--- src/rtl/pmm_pkg.sv ---
// Shared types and constants for the pattern-matching-module scheduler.
package pmm_pkg;

  localparam int N_PMM = 4;
  localparam int LEN_W = 16;
  localparam int UID_W = 2;
  localparam int RES_W = UID_W + LEN_W;
  localparam int CNT_W = 16;

  typedef enum logic [1:0] {
    S_IDLE    = 2'd0,
    S_FETCH   = 2'd1,
    S_ISSUE   = 2'd2,
    S_COLLECT = 2'd3
  } pmm_state_e;

  typedef struct packed {
    logic [UID_W-1:0] unit_id;
    logic [LEN_W-1:0] offset;
  } pmm_res_t;

endpackage

--- src/rtl/pmm_res_fifo.sv ---
// Synchronous result FIFO; head reads as zero while empty.
module pmm_res_fifo #(
  parameter int DEPTH = 8,
  parameter int WIDTH = 18
) (
  input  logic                     clk,
  input  logic                     rst_n,
  input  logic                     push,
  input  logic [WIDTH-1:0]         push_data,
  input  logic                     pop,
  output logic [WIDTH-1:0]         head,
  output logic                     full,
  output logic                     empty,
  output logic [$clog2(DEPTH):0]   count
);

  localparam int AW = $clog2(DEPTH);
  localparam int CW = AW + 1;

  logic [WIDTH-1:0] mem_q [DEPTH];
  logic [AW-1:0]    wr_ptr_q, rd_ptr_q;
  logic [CW-1:0]    count_q, count_d;
  logic             do_push, do_pop;

  assign full    = (count_q == CW'(DEPTH));
  assign empty   = (count_q == '0);
  assign count   = count_q;
  assign head    = empty ? '0 : mem_q[rd_ptr_q];
  // Fullness is judged on the registered count, so a pop never frees a slot in the same cycle.
  assign do_push = push && !full;
  assign do_pop  = pop && !empty;

  always_comb begin
    count_d = count_q;
    case ({do_push, do_pop})
      2'b10:   count_d = count_q + CW'(1);
      2'b01:   count_d = count_q - CW'(1);
      default: count_d = count_q;
    endcase
  end

  always_ff @(posedge clk or negedge rst_n) begin
    if (!rst_n) begin
      wr_ptr_q <= '0;
      rd_ptr_q <= '0;
      count_q  <= '0;
    end else begin
      if (do_push) wr_ptr_q <= wr_ptr_q + AW'(1);
      if (do_pop)  rd_ptr_q <= rd_ptr_q + AW'(1);
      count_q <= count_d;
    end
  end

  always_ff @(posedge clk) begin
    if (do_push) mem_q[wr_ptr_q] <= push_data;
  end

endmodule

--- src/rtl/pmm_scheduler.sv ---
// Broadcasts text bytes to the enabled PMMs and funnels their matches into a result FIFO.
// Optional per-unit match counters are built when PMM_MATCH_CNT_EN is defined.
module pmm_scheduler
  import pmm_pkg::*;
#(
  parameter int RES_DEPTH = 8
) (
  input  logic                      clk,
  input  logic                      rst_n,
  input  logic                      start,
  input  logic                      abort,
  input  logic [LEN_W-1:0]          cfg_len,
  input  logic [N_PMM-1:0]          cfg_enable,
  input  logic                      in_valid,
  input  logic [7:0]                in_data,
  output logic                      in_ready,
  output logic [N_PMM-1:0]          pmm_valid,
  output logic [7:0]                pmm_byte,
  input  logic [N_PMM-1:0]          pmm_ack,
  input  logic [N_PMM-1:0]          pmm_match,
  input  logic                      res_pop,
  output logic                      res_valid,
  output logic [RES_W-1:0]          res_data,
  output logic                      busy,
  output logic                      done,
`ifdef PMM_MATCH_CNT_EN
  output logic [N_PMM*CNT_W-1:0]    match_cnt,
`endif
  output logic [1:0]                dbg_state_o,
  output logic [$clog2(RES_DEPTH):0] dbg_count_o
);

  // Handshakes: a text byte moves when in_valid && in_ready in the same cycle;
  // a result leaves the FIFO when res_pop && res_valid in the same cycle.

  pmm_state_e        state_q, state_d;
  logic [LEN_W-1:0]  len_q, len_d;
  logic [LEN_W-1:0]  off_q, off_d;
  logic [N_PMM-1:0]  en_q, en_d;
  logic [N_PMM-1:0]  ack_seen_q, ack_seen_d;
  logic [N_PMM-1:0]  pend_q, pend_d;
  logic [N_PMM-1:0]  pvalid_q, pvalid_d;
  logic [7:0]        byte_q, byte_d;
  logic [UID_W-1:0]  rr_q, rr_d;
  logic              busy_q, busy_d;
  logic              done_q, done_d;

  logic [N_PMM-1:0]  acks;
  logic              grant_vld;
  logic [UID_W-1:0]  grant;
  logic              push;
  pmm_res_t          push_data;
  logic              fifo_full, fifo_empty;

  assign acks        = pmm_ack & en_q;
  assign in_ready    = (state_q == S_FETCH) && !abort;
  assign pmm_valid   = pvalid_q;
  assign pmm_byte    = byte_q;
  assign busy        = busy_q;
  assign done        = done_q;
  assign res_valid   = !fifo_empty;
  assign dbg_state_o = state_q;

  // Round-robin: first pending unit at or after rr, wrapping through the 2-bit index.
  always_comb begin
    grant_vld = 1'b0;
    grant     = '0;
    for (int k = 0; k < N_PMM; k++) begin
      if (!grant_vld && pend_q[rr_q + UID_W'(k)]) begin
        grant_vld = 1'b1;
        grant     = rr_q + UID_W'(k);
      end
    end
  end

  always_comb begin
    state_d    = state_q;
    len_d      = len_q;
    off_d      = off_q;
    en_d       = en_q;
    ack_seen_d = ack_seen_q;
    pend_d     = pend_q;
    pvalid_d   = pvalid_q;
    byte_d     = byte_q;
    rr_d       = rr_q;
    busy_d     = busy_q;
    done_d     = 1'b0;
    push       = 1'b0;
    push_data  = '0;

    if (abort) begin
      state_d    = S_IDLE;
      pend_d     = '0;
      ack_seen_d = '0;
      pvalid_d   = '0;
      busy_d     = 1'b0;
    end else begin
      case (state_q)
        S_IDLE: begin
          if (start) begin
            if (cfg_len != '0) begin
              state_d = S_FETCH;
              len_d   = cfg_len;
              en_d    = cfg_enable;
              off_d   = '0;
              busy_d  = 1'b1;
            end else begin
              done_d  = 1'b1;
            end
          end
        end
        S_FETCH: begin
          if (in_valid) begin
            byte_d     = in_data;
            pvalid_d   = en_q;
            ack_seen_d = '0;
            pend_d     = '0;
            state_d    = (en_q == '0) ? S_COLLECT : S_ISSUE;
          end
        end
        S_ISSUE: begin
          ack_seen_d = ack_seen_q | acks;
          pend_d     = pend_q | (acks & pmm_match);
          pvalid_d   = pvalid_q & ~acks;
          if ((ack_seen_q | acks) == en_q) state_d = S_COLLECT;
        end
        S_COLLECT: begin
          if (pend_q != '0) begin
            if (!fifo_full && grant_vld) begin
              push              = 1'b1;
              push_data.unit_id = grant;
              push_data.offset  = off_q;
              pend_d[grant]     = 1'b0;
              rr_d              = grant + UID_W'(1);
            end
          end else if (off_q == len_q - LEN_W'(1)) begin
            state_d = S_IDLE;
            done_d  = 1'b1;
            busy_d  = 1'b0;
          end else begin
            off_d   = off_q + LEN_W'(1);
            state_d = S_FETCH;
          end
        end
        default: state_d = S_IDLE;
      endcase
    end
  end

  always_ff @(posedge clk or negedge rst_n) begin
    if (!rst_n) begin
      state_q    <= S_IDLE;
      len_q      <= '0;
      off_q      <= '0;
      en_q       <= '0;
      ack_seen_q <= '0;
      pend_q     <= '0;
      pvalid_q   <= '0;
      byte_q     <= '0;
      rr_q       <= '0;
      busy_q     <= 1'b0;
      done_q     <= 1'b0;
    end else begin
      state_q    <= state_d;
      len_q      <= len_d;
      off_q      <= off_d;
      en_q       <= en_d;
      ack_seen_q <= ack_seen_d;
      pend_q     <= pend_d;
      pvalid_q   <= pvalid_d;
      byte_q     <= byte_d;
      rr_q       <= rr_d;
      busy_q     <= busy_d;
      done_q     <= done_d;
    end
  end

  pmm_res_fifo #(
    .DEPTH (RES_DEPTH),
    .WIDTH (RES_W)
  ) u_res_fifo (
    .clk       (clk),
    .rst_n     (rst_n),
    .push      (push),
    .push_data (push_data),
    .pop       (res_pop),
    .head      (res_data),
    .full      (fifo_full),
    .empty     (fifo_empty),
    .count     (dbg_count_o)
  );

`ifdef PMM_MATCH_CNT_EN
  logic [N_PMM-1:0][CNT_W-1:0] cnt_q;
  logic                        start_acc;

  assign start_acc = start && !abort && (state_q == S_IDLE);
  assign match_cnt = cnt_q;

  always_ff @(posedge clk or negedge rst_n) begin
    if (!rst_n) begin
      cnt_q <= '0;
    end else if (start_acc) begin
      cnt_q <= '0;
    end else if (push && (cnt_q[grant] != {CNT_W{1'b1}})) begin
      cnt_q[grant] <= cnt_q[grant] + CNT_W'(1);
    end
  end
`endif

endmodule
--- config.mk ---
export PLATFORM = sky130hd
export DESIGN_NAME = pmm_scheduler
export DESIGN_NICKNAME = d
export VERILOG_FILES = /design/src/rtl/pmm_pkg.sv /design/src/rtl/pmm_res_fifo.sv /design/src/rtl/pmm_scheduler.sv
export SDC_FILE = /design/constraint.sdc
export NUM_CORES = 1
export LEC_CHECK = 0
export ABC_CLOCK_PERIOD_IN_PS = 8400
export BUFFER_PORTS_ARGS = -buffer_cell sky130_fd_sc_hd__buf_4
export CAP_MARGIN = 20
export CORE_MARGIN = 4
export CORE_UTILIZATION = 64
export DETAILED_ROUTE_END_ITERATION = 10
export PLACE_DENSITY = 0.9
export SLEW_MARGIN = 20
export SYNTH_ARGS = -nofsm -noshare
export SYNTH_HDL_FRONTEND = slang
export SYNTH_SLANG_ARGS = --single-unit
--- constraint.sdc ---
create_clock -name clk -period 8.4 [get_ports clk]
set_input_delay 1.68 -clock clk [delete_from_list [all_inputs] [get_ports clk]]
set_output_delay 1.68 -clock clk [all_outputs]
set_load 0.1 [all_outputs]
# After elaboration in Yosys (flattened, before gate mapping)
# Memories as Yosys holds them, arrays and structs flattened.
# Cells that the tools add are included.
# Widths: inputs -> output; s select.
[totals] output_inout_bits=40 reg_bits=72 n_memories=1 ramBits=144
[memory_table] memory="u_res_fifo.mem_q" depth=8 word_bits=18 rd=1 rd_ports_with_merged_regs=0 write_ports=1 line="pmm_res_fifo.sv:20" rtl="logic [WIDTH-1:0] mem_q [DEPTH];"
[classes] bitwise=9 n_eq_ne=20 n_addsub=10 n_lt_le_gt_ge=6 n_reduce_logical=32 mux=66
[ops] operator="$mux 18" n=5
[ops] operator="$mux 16" n=4
[ops] operator="$pmux 16 s2" n=1
[ops] operator="$mux 4" n=7
[ops] operator="$mux 1" n=27
[ops] operator="$ne 3x3->1 const B" n=8
[ops] operator="$pmux 4 s2" n=3
[ops] operator="$mux 2" n=10
[ops] operator="$add 16x1->16 const B" n=1
[ops] operator="$and 4x4->4" n=4
[ops] operator="$eq 16x16->1" n=1
[ops] operator="$reduce_bool 16->1" n=1
[ops] operator="$sub 16x1->16 const B" n=1
[ops] operator="$lt 2x3->1 const B" n=5
[ops] operator="$pmux 4 s3" n=1
[ops] operator="$reduce_and 4->1" n=3
[ops] operator="$reduce_and 5->1" n=2
[ops] operator="$bmux 1 s2" n=4
[ops] operator="$logic_and 1x1->1" n=8
[ops] operator="$logic_not 4->1" n=2
[ops] operator="$ne 2x2->1 const B" n=4
[ops] operator="$not 4->4" n=2
[ops] operator="$or 4x4->4" n=2
[ops] operator="$pmux 2 s4" n=1
[ops] operator="21 further kinds" n=36

# Logic depth before layout (Yosys ltp)
# Gate-level depths: netlist of run 1.
[logic_depth] depth_word=22 ltp_mapped=14

# Hierarchy
# A second synthesis of run 1 with hierarchy kept.
[unflattened] cells_unflattened=701 hier_area_um2=10112.2
[by_module_without_submodules] mod="pmm_res_fifo" seq_area_each_um2=4574.4 cells_per_inst=288 n_inst=1 area_each_um2=6097.1
[by_module_without_submodules] mod="pmm_scheduler" seq_area_each_um2=1551.5 cells_per_inst=413 n_inst=1 area_each_um2=4015.1

# Least setup slack after synthesis of run 1
# OpenSTA, ideal clock, no wires.
[synth_path] path_kind="input-to-reg" start="in abort" end="mem u_res_fifo.mem_q[1][0], enable pin" stages=6 path_slack_ns=3.441 arrival_time_ns=4.513 cell_sequence="nand2b_1 -> nor2_1 -> buf_1 -> inv_1 -> clkbuf_1 -> nor4b_1"
[synth_between] elab_chain_cells=4
[synth_rtl] element="start: declaration" line="pmm_scheduler.sv:11" rtl="input logic abort,"
[synth_rtl] element="$mux 1" line="pmm_scheduler.sv:91" rtl="if (abort) begin"
[synth_rtl] element="$logic_and 1x1->1" line="pmm_res_fifo.sv:30" rtl="assign do_push = push && !full;"
[synth_rtl] element="$mux 1" line="pmm_res_fifo.sv:55" rtl="if (do_push) mem_q[wr_ptr_q] <= push_data;"
[synth_rtl] element="$mux 1 (implied by the code)" line="pmm_res_fifo.sv:55"
[synth_rtl] element="end: declaration" line="pmm_res_fifo.sv:20"
# No other way between the ends.

# Worst setup path after layout of run 1
[layout_path] start="reg u_res_fifo.rd_ptr_q[0]" end="out res_data[16]"
[layout_between] elab_chain_cells=2
[layout_rtl] element="start: declaration" line="pmm_res_fifo.sv:21" rtl="logic [AW-1:0] wr_ptr_q, rd_ptr_q;"
[layout_rtl] element="start signal: assignment" line="pmm_res_fifo.sv:49" rtl="if (do_pop) rd_ptr_q <= rd_ptr_q + AW'(1);"
[layout_rtl] element="$mem_v2 8x18"
[layout_rtl] element="$mux 18" line="pmm_res_fifo.sv:28" rtl="assign head = empty ? '0 : mem_q[rd_ptr_q];"
[layout_rtl] element="end: declaration" line="pmm_scheduler.sv:23" rtl="output logic [RES_W-1:0] res_data,"
# No other way between the ends.

==> results of run 1 <==
[per-stage QoR]
step	utilization, %	hold WS [ns]
2_1_floorplan	-	0.478
3_5_place_dp	70.7	0.498
4_1_cts	75.8	0.512
6_report	76.0	0.510
3_3_place_gp	70.7	0.489
5_1_grt	76.0	0.523
[final cells by class]
| type | count | area (um^2) | share of cell area [%] |
|---|---|---|---|
| Inverter | 26 | 97.6 | 0.845 |
| Sequential cell | 216 | 6130 | 53.1 |
| Clock inverter | 11 | 161 | 1.40 |
| Tap cell | 188 | 235 | 2.04 |
| Multi-Input combinational cell | 434 | 3610 | 31.3 |
| Clock buffer | 29 | 628 | 5.44 |
| Timing Repair Buffer | 90 | 683 | 5.92 |
[flip-flops by register name, indices dropped and copies added (netlist names)]
name	cells
en_q	4
u_res_fifo.mem_q	144
rr_q	2
u_res_fifo.count	4
pmm_byte	8
u_res_fifo.rd_ptr_q	3
pmm_valid	4
off_q	16
ack_seen_q	4
u_res_fifo.wr_ptr_q	3
dbg_state_o	2
busy	1
pend_q	4
len_q	16
done	1
[power by group]
part | total, mW | switching (mW) | internal, mW
registers | 1.46 | 0.223 | 1.24
logic | 1.80 | 1.24 | 0.559
clock network | 1.05 | 0.397 | 0.650
[placed cells by master, fill, tap and decap left out, types with 4 or more instances in the layout]
cell type	synthesis	layout
a31oi_1	12	12
nand3_1	12	12
ha_1	16	16
nand4_1	11	11
nor4_1	10	8
bufinv_16	0	4
buf_4	0	89
nor2_1	62	61
and2_1	20	20
o22ai_1	4	4
nand2b_1	8	8
nor3_1	11	9
dfrtp_1	72	69
o21ai_0	22	22
xnor2_1	15	15
nand2_1	39	39
and3_1	6	6
clkinv_2	0	4
edfxtp_1	144	144
a41oi_1	4	4
mux2_2	30	30
mux4_2	36	36
a211oi_1	4	4
xor2_1	13	13
nor3b_1	6	4
inv_1	26	26
clkbuf_16	0	23
nor2b_1	6	6
mux2i_1	24	24
a21oi_1	14	14
[metal layers]
metal / vias to the layer above / routed length, um / GRT usage [%]
li1: 2845 / - / -
met1: 3130 / 8430 / 33.0
met2: 295 / 11200 / 43.5
met3: 51 / 1520 / 4.37
met4: 0 / 680 / 8.60
met5: - / 0 / 0
[worst max-delay path, delay by kind of cell, from the launching register on]
kind | cells | cell delay (ns)
muxes | 2 | 0.88
DFF | 1 | 0.34
and+or+nand+nor | 1 | 0.08
buffers and inverters | 2 | 0.81
[path summary, 6_finish.rpt]
path | to | start | slack [ns] | depth (start not counted)
worst max-delay path | res_data[16] | u_res_fifo.rd_ptr_q[0]$_DFFE_PN0P_ | 4.09 | 5
worst min-delay path | pmm_byte[5]$_DFFE_PN0P_ | pmm_byte[5]$_DFFE_PN0P_ | 0.51 | 1
worst max register to register | u_res_fifo.count[3]$_DFFE_PN0P_ | dbg_state_o[0]$_DFFE_PN0P_ | 4.84 | 11
worst min register to register | pmm_byte[5]$_DFFE_PN0P_ | pmm_byte[5]$_DFFE_PN0P_ | 0.51 | 1
max in group asynchronous | u_res_fifo.rd_ptr_q[2]$_DFFE_PN0P_ | rst_n | 6.46 | 1
min in group asynchronous | len_q[14]$_DFFE_PN0P_ | rst_n | 1.30 | 1
[kinds of logic after synthesis]
| family | count (synthesis) |
|---|---|
| xor gates and xnor gates | 28 |
| DFF | 216 |
| muxes | 91 |
| buffers and inverters | 58 |
| and+or+nand+nor | 206 |
| adders and majority gates | 17 |
| AOI/OAI and AO/OA | 92 |
==> results by group, run 1 <==
Run status
  – Status: finished clean

Floorplanning
  – Initial Util: 65.4%
  – DIE HEIGHT: 133 um
  – Number of cell rows: 45
  – Core area: 15,200 um^2
  – IO Pins: 82
  – Die Width: 133 um
  – Die area: 17,600 um^2

Pwr
  – Lkg Pwr: 4.35 nW
  – Pwr dens: 373 nW/um^2
  – Final Power: 4.31 mW
  – VDD IR-drop max: 0.000304 V

Layout
  – Nets: 849
  – Design area: 11,500 um^2
  – Area Overhead vs Synth: 16.2%
  – Share of cells above drive strength 1: 26.6%
  – Fill cells: 872
  – Non-Filler Instances: 994
  – N_diodes: 0

STA
  – FMAX: 0.232 GHz
  – Normalized max-slew margin: 35.8%
  – Setup TNS: 0 ns
  – RSZ-0062 raised after global routing: no
  – Final Worst Setup Slack: 4.09 ns
  – Setup violations, final: 0
  – Fin crit period: 4.31 ns
  – Hold Fails Final Rpt: 0
  – Fin. max-slew vios: 0
  – Tightest Pin Transition: 0.960 ns
  – Worst Clk Skew: 0.0124 ns
  – Fin crit share: 51.3%

Logic synthesis
  – Biggest area consumer among synthesized cells: edfxtp_1
  – Synth Instances: 708
  – Synth area leaders: edfxtp_1, dfrtp_1, mux4_2, mux2_2, mux2i_1
  – Synth Area in Compound Gates: 6.37%
  – Post-Synth Simple-Gate Area: 10.6%
  – Top-count cell post-synth: edfxtp_1
  – Synth Flop Type: edfxtp_1
  – Synthesized area: 9940 um^2
  – #FFs+latches synth: 216
  – Multiplexer area fraction after synthesis: 14.1%
  – Yosys Warn Count: 0
  – Number of enable flip-flop cells after synthesis: 144
  – Avg Inst Size Synth: 14.0 um^2
  – Syn nets: 767
  – Fraction of registers with async set/reset: 33.3%
  – Sequential share of the synthesized area: 61.7%
  – Synth unique cells: 64
  – Share of the synthesized area in the top cell type: 43.5%
  – Largest family of logic cells by synthesized area: multiplexers
  – Synth Area in XOR/XNOR: 2.47%
  – Adder-Cell Fraction of Synth Area: 2.22%
  – Post-synth top cells: edfxtp_1, dfrtp_1, nor2_1

Critical path
  – CP required: 6.72 ns
  – CP max stage delay: 0.59 ns
  – Startpoint Class: flip-flop
  – CP Capture Type: output port
  – CP Cell Sequence: buf_4 > mux4_2 > mux2i_1 > nor2_1 > buf_4
  – Arrival time worst endpoint: 2.63 ns
  – Slowest library cell on the worst path: mux4_2
  – WS Path Type: flip-flop to output port
  – Crit Path Max Fanout: 38
  – Most used cell, CP: buf_4

Global route
  – Initial antenna violation count: 0
  – First-pass GRT wire length: 35,200 um
  – Largest net degree at the start of global routing: 73
  – Vias in the first global route: 6,467
  – GRT Total Usage: 25.3%
  – Total grt overflow: 0

Clocking
  – Max Root-Sink Buffers: 3
  – CTS buffer count: 22
  – PostCTS Resize Cnt: 0
  – CTS clk-pin slew, worst paths: 0.06 ns
  – Setup Buffers After CTS: 0
  – Post-CTS Hold Buffers: 0
  – Clk root buf: clkbuf_16
  – Clk Latency, worst-skew pair: 0.50 ns
  – CTS tree: built
  – Total clock sinks: 216
  – CTS HTree Levels: 1

Route
  – DRT Pass-1 Iters: 5
  – Via count: 6,321
  – DR DRC count: 0
  – Vias per cell: 6.36
  – Final ANT Viol Nets: 0
  – Final WL: 21,800 um
  – Avg WL per Cell: 21.9 um
  – Starting DRC count in detailed routing: 608

Placed design
  – Placed Instances: 953
  – Pre-CTS setup slack: 3.54 ns
  – Final Wtd Congestion: 0.907
  – Cell Area, Placed: 10,700 um^2
  – HPWL after DPL: 14,000 um
  – Port Buf Inserts: 81

Run
  – Maxcap violations: 0

Hold path
  – HP Class: flip-flop to flip-flop
Note: power is estimated with default switching activity, not from simulation.
==> run 2: changes to the inputs <==
Settings changed: ABC_CLOCK_PERIOD_IN_PS 8400 to 3940, CORE_UTILIZATION 64 to 54, PLACE_DENSITY 0.9 to 0.81.
Clock period 8.4 ns to 3.94 ns, I/O delays scaled along.
==> results by group, run 2 (synthesis results as in run 1) <==
Layout
  – Non-Filler Instances: 1,041 (was 994)
  – Max FFs per register: 144 (unchanged)
  – Area Overhead vs Synth: 15.6% (was 16.2%)
  – Share of cells above drive strength 1: 25.9% (was 26.6%)
  – N_diodes: 0 (unchanged)
  – Nets: 856 (was 849)
  – Most flop-heavy register: u_res_fifo.mem_q (unchanged)
  – Largest regs: u_res_fifo.mem_q (144), len_q (16), off_q (16) (unchanged)
  – Commonest cells after routing, fill and taps aside: edfxtp_1, buf_4, dfrtp_1, nor2_1, nand2_1 (unchanged)
  – Commonest non-fill, non-tap cell in the layout: edfxtp_1 (unchanged)
  – Fill cells: 1,297 (was 872)

Global route
  – Initial antenna violation count: 0 (unchanged)
  – Largest net degree at the start of global routing: 73 (unchanged)
  – Vias in the first global route: 6,309 (was 6,467)
  – First-pass GRT wire length: 33,100 um (was 35,200 um)
  – GRT Total Usage: 20.4% (was 25.3%)
  – Total grt overflow: 0 (unchanged)

Floorplanning
  – IO Pins: 82 (unchanged)
  – DIE HEIGHT: 144 um (was 133 um)
  – Initial Util: 55.1% (was 65.4%)
  – Number of cell rows: 49 (was 45)
  – Core area: 18,000 um^2 (was 15,200 um^2)
  – Die Width: 144 um (was 133 um)
  – Die area: 20,600 um^2 (was 17,600 um^2)

Pwr
  – Internal Pwr Total: 4.86 mW (was 2.45 mW)
  – Seq pwr share: 34.6% (was 33.9%)
  – Clock share of power: 21.1% (was 24.3%)
  – Psw: 3.88 mW (was 1.86 mW)
  – Comb pwr share: 44.4% (was 41.8%)
  – Switching share of total power: 44.4% (was 43.2%)
  – Lkg Pwr: 4.37 nW (was 4.35 nW)
  – VDD IR-drop max: 0.000724 V (was 0.000304 V)
  – Pwr dens: 761 nW/um^2 (was 373 nW/um^2)

Critical path
  – Slowest library cell on the worst path: nor4b_1 (was mux4_2)
  – CP Capture Type: flip-flop (was output port)
  – CP required: 4.33 ns (was 6.72 ns)
  – Reg2reg start: len_q[0]$_DFFE_PN0P_ (was dbg_state_o[0]$_DFFE_PN0P_)
  – WS Path Type: flip-flop to flip-flop (was flip-flop to output port)
  – Worst Setup SP: len_q[0]$_DFFE_PN0P_ (was u_res_fifo.rd_ptr_q[0]$_DFFE_PN0P_)
  – CP Cell Sequence: inv_1 > ha_1 > nor4b_1 > nand4_1 > mux2i_1 > o311ai_0 > o2111a_2 > a21oi_2 > nor2_1 > mux2_2 (was buf_4 > mux4_2 > mux2i_1 > nor2_1 > buf_4)
  – Crit Path Max Fanout: 12 (was 38)
  – Startpoint Class: flip-flop (unchanged)
  – CP max stage delay: 0.71 ns (was 0.59 ns)
  – Arrival time worst endpoint: 3.64 ns (was 2.63 ns)

STA
  – Fin. max-slew vios: 0 (unchanged)
  – Fin crit period: 3.26 ns
  – Setup violations, final: 0 (unchanged)
  – Normalized max-slew margin: 38.7% (was 35.8%)
  – RSZ-0062 raised after global routing: no (unchanged)
  – Fin crit share: 82.6%
  – FMAX: 0.307 GHz
  – Tightest Pin Transition: 0.919 ns (was 0.960 ns)
  – Hold_ws: 0.419 ns (was 0.510 ns)
  – Hold Fails Final Rpt: 0 (unchanged)
  – Worst Clk Skew: 0.0135 ns (was 0.0124 ns)

Clocking
  – CTS tree: built (unchanged)
  – Setup Buffers After CTS: 0 (unchanged)
  – CTS HTree Levels: 1 (unchanged)
  – CTS clk-pin slew, worst paths: 0.06 ns (about the same)
  – Total clock sinks: 216 (unchanged)
  – PostCTS Resize Cnt: 0 (unchanged)
  – CTS buffer count: 22 (unchanged)
  – Post-CTS Hold Buffers: 0 (unchanged)
  – Max Root-Sink Buffers: 3 (unchanged)
  – Clk Latency, worst-skew pair: 0.51 ns (was 0.50 ns)
  – Clk root buf: clkbuf_16 (unchanged)

Run
  – Maxcap violations: 0 (unchanged)

Route
  – Vias per cell: 5.99 (was 6.36)
  – DRT Pass-1 Iters: 5 (unchanged)
  – Final WL: 20,600 um (was 21,800 um)
  – Final ANT Viol Nets: 0 (unchanged)
  – DR DRC count: 0 (unchanged)
  – Avg WL per Cell: 19.8 um (was 21.9 um)
  – Via count: 6,232 (was 6,321)
  – Starting DRC count in detailed routing: 500 (was 608)

Placed design
  – HPWL after DPL: 13,900 um (was 14,000 um)
  – Port Buf Inserts: 81 (unchanged)
  – Final Wtd Congestion: 0.877 (was 0.907)
  – Placed Instances: 1,002 (was 953)

Hold path
  – HP Class: primary input to asynchronous set/reset pin (was flip-flop to flip-flop)

Run status
  – Status: finished clean (unchanged)
[run 2: worst paths after layout]
path	to	slack (ns)	cells after the start
setup / recovery	off_q[0]$_DFFE_PN0P_	0.68	10
max in group asynchronous	u_res_fifo.rd_ptr_q[0]$_DFFE_PN0P_	2.87	1
setup reg to reg	off_q[0]$_DFFE_PN0P_	0.68	10
min in group clk	pmm_byte[2]$_DFFE_PN0P_	0.50	1
hold / removal	len_q[13]$_DFFE_PN0P_	0.42	1
hold reg to reg	pmm_byte[2]$_DFFE_PN0P_	0.50	1
[run 2: worst max-delay path: cells and delay by family, from the launching register on]
kind	cells	cell delay [ns]
AOI/OAI and AO/OA	3	0.84
muxes	2	0.49
and+or+nand+nor	3	1.02
adders and majority gates	1	0.24
DFF	1	0.45
buffers and inverters	1	0.09
[run 2: power groups by stage]
stage               Combinational, mW  Sequential (mW)  Clock [mW]
finish                           3.88             3.02        1.84
global route                     4.11             3.06        1.97
CTS                              3.91             3.01        1.87
detailed placement               3.90             3.06           0
global placement                 3.83             3.04           0
floorplan                        2.58             3.56           0
[run 2: layout make-up]
class / instances / area, um^2 / area share (%)
repair buffers: 97 / 728 / 6.34
flip-flops and latches: 216 / 6130 / 53.4
clock inverters: 12 / 66.3 / 0.578
well taps: 229 / 287 / 2.50
multi-input cells: 434 / 3610 / 31.4
inverters: 26 / 97.6 / 0.850
clock buffers: 27 / 569 / 4.96
[run 2: through the flow]
step	cell area, um^2	utilization (%)	worst slack, ns	setup TNS (ns)	power, mW
after CTS	11500	63.7	0.678	0	8.80
after detailed placement	10800	60.2	0.719	0	6.96
final	11500	63.7	0.684	0	8.74
after floorplan	9940	-	-0.555	-21.33	6.14
after global placement	10800	60.2	0.828	0	6.87
after global routing	11500	63.7	0.425	0	9.15
[run 2: per-layer routing]
layer / up-vias / GRT usage [%] / routed length (um)
li1: 2863 / - / -
met4: 0 / 5.20 / 478
met5: - / 0 / 0
met2: 186 / 35.9 / 10600
met3: 37 / 3.23 / 1070
met1: 3146 / 26.8 / 8510
